[config.mk]
export PLATFORM = sky130hd
export DESIGN_NAME = hazard_ctrl
export DESIGN_NICKNAME = d
export VERILOG_FILES = /design/src/rtl/hazard_ctrl.sv
export SDC_FILE = /design/constraint.sdc
export NUM_CORES = 1
export LEC_CHECK = 0
export CAP_MARGIN = 10
export CORE_UTILIZATION = 45
export CTS_BUF_LIST = sky130_fd_sc_hd__clkbuf_8
export DETAILED_ROUTE_END_ITERATION = 16
export PLACE_DENSITY = 0.75
export REMOVE_ABC_BUFFERS = 1
export SETUP_SLACK_MARGIN = 0.02
export SLEW_MARGIN = 30
export SYNTH_ARGS = -nofsm -noshare
export SYNTH_HDL_FRONTEND = slang
export SYNTH_SLANG_ARGS = --single-unit
[constraint.sdc]
create_clock -name clk -period 4 [get_ports clk]
set_clock_uncertainty 0.15 [all_clocks]
set_input_delay 1 -clock clk [delete_from_list [all_inputs] [get_ports clk]]
set_output_delay 1 -clock clk [all_outputs]
set_load 0.05 [all_outputs]
[src/rtl/hazard_ctrl.sv]
// Pipeline hazard controller: tracks EX/LS destination state to drive ID forwarding,
// load-use bubbles, memory-wait freeze, taken-jump flush and stall/flush counters.
module hazard_ctrl #(
  parameter int CNT_W = 32
) (
  input  logic             clk,
  input  logic             rst_n,
  input  logic             id_valid_i,
  input  logic [4:0]       id_rs1_addr_i,
  input  logic [4:0]       id_rs2_addr_i,
  input  logic             id_rs1_cen_i,
  input  logic             id_rs2_cen_i,
  input  logic             id_rd_wen_i,
  input  logic [4:0]       id_rd_addr_i,
  input  logic             id_mem_read_i,
  input  logic             id_mem_write_i,
  input  logic             id_jump_i,
  input  logic             lsu_ready_i,
  output logic             forward_ex_rs1_o,
  output logic             forward_ex_rs2_o,
  output logic             forward_ls_rs1_o,
  output logic             forward_ls_rs2_o,
  output logic             ex_ls_mem_read_o,
  output logic             stall_pc_o,
  output logic             stall_ifid_o,
  output logic             bubble_ex_o,
  output logic             freeze_o,
  output logic             flush_ifid_o,
  output logic             jump_en_o,
  output logic [CNT_W-1:0] stall_cnt_o,
  output logic [CNT_W-1:0] flush_cnt_o
);

  typedef struct packed {
    logic       valid;
    logic       wen;
    logic [4:0] rd;
    logic       mem_read;
    logic       mem_write;
  } shadow_t;

  shadow_t          ex_q, ex_d, ls_q, ls_d;
  logic             run_q, run_d;
  logic [CNT_W-1:0] stall_cnt_q, stall_cnt_d, flush_cnt_q, flush_cnt_d;

  logic rs1_live, rs2_live;
  logic match_ex_1, match_ex_2, match_ls_1, match_ls_2;
  logic mem_wait, load_use;

  // A source only counts when ID really reads a non-x0 register after the run bit is set.
  assign rs1_live = run_q & id_valid_i & id_rs1_cen_i & (id_rs1_addr_i != 5'd0);
  assign rs2_live = run_q & id_valid_i & id_rs2_cen_i & (id_rs2_addr_i != 5'd0);

  assign match_ex_1 = rs1_live & ex_q.valid & ex_q.wen & (ex_q.rd == id_rs1_addr_i);
  assign match_ex_2 = rs2_live & ex_q.valid & ex_q.wen & (ex_q.rd == id_rs2_addr_i);
  assign match_ls_1 = rs1_live & ls_q.valid & ls_q.wen & (ls_q.rd == id_rs1_addr_i);
  assign match_ls_2 = rs2_live & ls_q.valid & ls_q.wen & (ls_q.rd == id_rs2_addr_i);

  assign mem_wait = run_q & ls_q.valid & (ls_q.mem_read | ls_q.mem_write) & ~lsu_ready_i;
  assign load_use = (match_ex_1 | match_ex_2) & ex_q.mem_read & ~mem_wait;

  assign forward_ex_rs1_o = match_ex_1 & ~ex_q.mem_read;
  assign forward_ex_rs2_o = match_ex_2 & ~ex_q.mem_read;
  assign forward_ls_rs1_o = match_ls_1 & ~match_ex_1;
  assign forward_ls_rs2_o = match_ls_2 & ~match_ex_2;
  assign ex_ls_mem_read_o = ls_q.valid & ls_q.mem_read;

  assign freeze_o     = mem_wait;
  assign stall_pc_o   = load_use | mem_wait;
  assign stall_ifid_o = load_use | mem_wait;
  assign bubble_ex_o  = load_use;
  assign jump_en_o    = run_q & id_valid_i & id_jump_i & ~load_use & ~mem_wait;
  assign flush_ifid_o = jump_en_o;

  assign stall_cnt_o = stall_cnt_q;
  assign flush_cnt_o = flush_cnt_q;

  always_comb begin
    run_d       = 1'b1;
    ex_d        = ex_q;
    ls_d        = ls_q;
    stall_cnt_d = stall_cnt_q + CNT_W'(stall_pc_o);
    flush_cnt_d = flush_cnt_q + CNT_W'(flush_ifid_o);
    if (!mem_wait) begin
      ls_d = ex_q;
      if (load_use) begin
        ex_d = '0;
      end else begin
        ex_d = {id_valid_i, id_rd_wen_i, id_rd_addr_i, id_mem_read_i, id_mem_write_i};
      end
    end
  end

  always_ff @(posedge clk or negedge rst_n) begin
    if (!rst_n) begin
      run_q       <= 1'b0;
      ex_q        <= '0;
      ls_q        <= '0;
      stall_cnt_q <= '0;
      flush_cnt_q <= '0;
    end else begin
      run_q       <= run_d;
      ex_q        <= ex_d;
      ls_q        <= ls_d;
      stall_cnt_q <= stall_cnt_d;
      flush_cnt_q <= flush_cnt_d;
    end
  end

endmodule

==> out/results.tsv <==
stage	metric	value	unit
critical_path	Worst setup SP type	input pin	
sta	Worst Max-Slew Pin Slew	745	ps
power_and_ir_drop	cell area power density	386	mW/mm^2
sta	setup TNS	0	ps
die	io pins	100	
routing	DRC	0	
power_and_ir_drop	clock power share	33.8	%
routing	Via density	4.99	
synth	Netlist cell types	37	
layout	fin nets	525	
clock_tree	Max H-tree Level	3	
clock_tree	clk sink count	83	
critical_path	CP Data Arrival Time	2780	ps
routing	DR WL/cell	14.6	microns
sta	final setup violation count	0	
layout	Area Overhead vs Synth	42.9	%
job	max cap viols	0	
clock_tree	Clk Latency, worst-skew pair	340	ps
routing	via count	3023	
synth	share of async-settable or async-resettable flops after synthesis	100	%
clock_tree	clock root cell	clkbuf_8	
layout	share of cells above drive strength 1	15.2	%
synth	Gate Count Post-Synth	360	
synth	main flop type after synthesis	dfrtp_1	
global_routing	GRT Total Usage	21.0	%
global_routing	grt ovf	0	
power_and_ir_drop	switching part of the total	30.6	%
global_routing	largest net degree at the start of global routing	84	
sta	Final min period	3930	ps
die	Starting Density	46.8	%
die	Rows	33	
die	Die Height	94.7	microns
routing	ANT nets after route	0	
sta	Max Clock Freq	254	MHz
clock_tree	clk buf depth	2	
clock_tree	clk slew on worst S/H paths	80	ps
min_path	Worst Hold Class	flop to flop	
outcome	status	completed	
sta	Hold Worst Slack	331	ps
sta	Hold Fails Final Rpt	0	
sta	post-route clock period utilization	98.2	%
synth	post-synthesis sequential area ratio	53.7	%
critical_path	Worst Setup End Kind	output port	
critical_path	WP data required	2850	ps
sta	fin. max-slew vios	0	
sta	Slew HR	50.3	%
global_routing	vias in the first global route	3003	
power_and_ir_drop	Seq pwr share	45.9	%
global_routing	first-pass GRT wire length	14.4	mm
layout	Antenna diodes	0	
critical_path	Max FO, Critical Path	3	
clock_tree	total CTS buffers	9	
die	Core Region	0.00826	sq mm
clock_tree	CTS tree	yes	
sta	RSZ-0062 raised after global routing	true	
power_and_ir_drop	cell internal pwr	0.00148	W
power_and_ir_drop	Psw	0.000653	W
clock_tree	CTS Hold Bufs	0	
critical_path	CP Class	input pin to output port	
synth	Avg Cell Area, Syn	10.7	sq um
die	Die Width	94.7	microns
power_and_ir_drop	combinational share of power	20.4	%
place	PortBufs	99	
power_and_ir_drop	VDD IR max	0.000188	V
routing	TritonRoute pass-1 iters	4	
synth	mapped cell area	0.00387	sq mm
routing	final wirelength	8.87	mm
die	die area	0.00897	sq mm
place	global placement routability congestion	0.858	
power_and_ir_drop	Leakage	2.49	nW
global_routing	number of antenna violations at the first check in global routing	0	
place	hpwl dp	6.36	mm
synth	register bit total from synthesis	83	
routing	initial DRC count	48	
synth	Post-synth EDFFs	0	
synth	Ys Warns	0	
==> stage by stage <==
stage	util, %	cell area (sq um)	power (W)	setup WS (ps)	instances
6_report	66.9	5530	0.00213	70.7	606
5_1_grt	66.9	5530	0.00224	10.1	606
4_1_cts	66.7	5510	0.00216	26.1	606
3_5_place_dp	63.7	5260	0.00143	-258	590
3_3_place_gp	63.6	5250	0.00142	-162	590
2_1_floorplan	-	3830	0.00122	-904	354
==> power by group through the flow <==
stage               logic [W]  clock network, W  registers (W)
floorplan           0.0000991                 0        0.00112
global placement     0.000430                 0       0.000988
detailed placement   0.000436                 0       0.000994
CTS                  0.000437          0.000742       0.000979
global route         0.000460          0.000790       0.000991
finish               0.000434          0.000720       0.000978
==> cell usage in the layout (no fill, tap or decap), types with 2 or more instances in the layout <==
cell              n
and3_1            9
and4_1            8
buf_12            7
buf_4            34
buf_6             2
bufinv_16         3
clkbuf_8          9
clkdlybuf4s50_1  85
dfrtp_1          83
dlygate4sd2_1     3
ha_1              4
inv_1             3
nand2_1          64
nand3_1          30
nand4_1          18
nor2_1           15
nor2b_1           2
nor3_1            9
nor3_4            2
nor4_4            2
o21ai_1           4
o21ai_2           5
xnor2_1          56
xor2_1           24
==> repair_timing <==
item	CTS	global route
pin swaps	5	2
endpoints found under the setup margin	6	3
resized for setup	7	3
buffers inserted	1	0
==> routing by layer <==
metal | track usage [%] | share of wire [%] | vias to the layer above
li1 | - | - | 1491
met1 | 28.5 | 46 | 1448
met2 | 32.9 | 47 | 76
met3 | 6.28 | 5.6 | 8
met4 | 5.56 | 0.81 | 0
met5 | 0 | 0 | -
==> final timing paths <==
path                             startpoint               end  slack [ps]  cells past startpoint
min                         flush_cnt_o[31]   flush_cnt_o[31]         330                      1
max                        id_rs1_addr_i[0]  forward_ls_rs1_o          70                      7
min in group asynchronous             rst_n    flush_cnt_o[7]         540                      1
max reg2reg                         ex_q[6]   stall_cnt_o[30]         910                     12
max in group asynchronous             rst_n    stall_cnt_o[5]        2650                      1
min reg2reg                 flush_cnt_o[31]   flush_cnt_o[31]         330                      1
==> registers in the layout, summed over array words and instances, names as in the netlist <==
signal and cells:
ls_q 9, run_q 1, stall_cnt_o 32, ex_q 9
flush_cnt_o 32
==> critical path, stage by stage <==
cell and delay [ps]:
clkdlybuf4s50_1 530, xnor2_1 140, nand3_1 90, or4_2 580, nor4_4 150, buf_4 160, buf_12 120
==> Yosys cell counts, types with 2 or more instances <==
library cell,number,area share [%]
nor3_1,9,1.2
nor2b_1,2,0.32
nand2_1,64,6.2
nand2b_1,2,0.32
nor3_4,2,0.84
ha_1,4,1.3
o21ai_2,5,1.1
nand4_1,18,2.9
and3_1,9,1.5
buf_4,2,0.39
xnor2_1,56,13
nor4_1,2,0.32
xor2_1,24,5.4
o21ai_1,4,0.52
inv_1,2,0.19
dfrtp_1,83,54
nand3_1,30,3.9
nor2_1,15,1.5
clkbuf_1,2,0.19
and4_1,8,1.8
==> final cells by class <==
| cell class | instances | area (sq um) |
|---|---|---|
| fillers | 674 | 2730 |
| well taps | 105 | 131 |
| clock buffers | 9 | 124 |
| flip-flops and latches | 83 | 2080 |
| repair buffers | 131 | 1290 |
| clock inverters | 7 | 116 |
| multi-input cells | 268 | 1770 |
| inverters | 3 | 11.3 |
==> logic make-up after synthesis <==
group,after synthesis,share of synthesized area [%]
DFF,83,53.7
AOI/OAI and AO/OA,12,2.30
and+or+nand+nor,171,23.2
adders and majority gates,4,1.29
xor gates and xnor gates,80,18.1
other,1,0.0969
buffers and inverters,9,1.29
No activity file was read; power rests on OpenSTA's default activity.
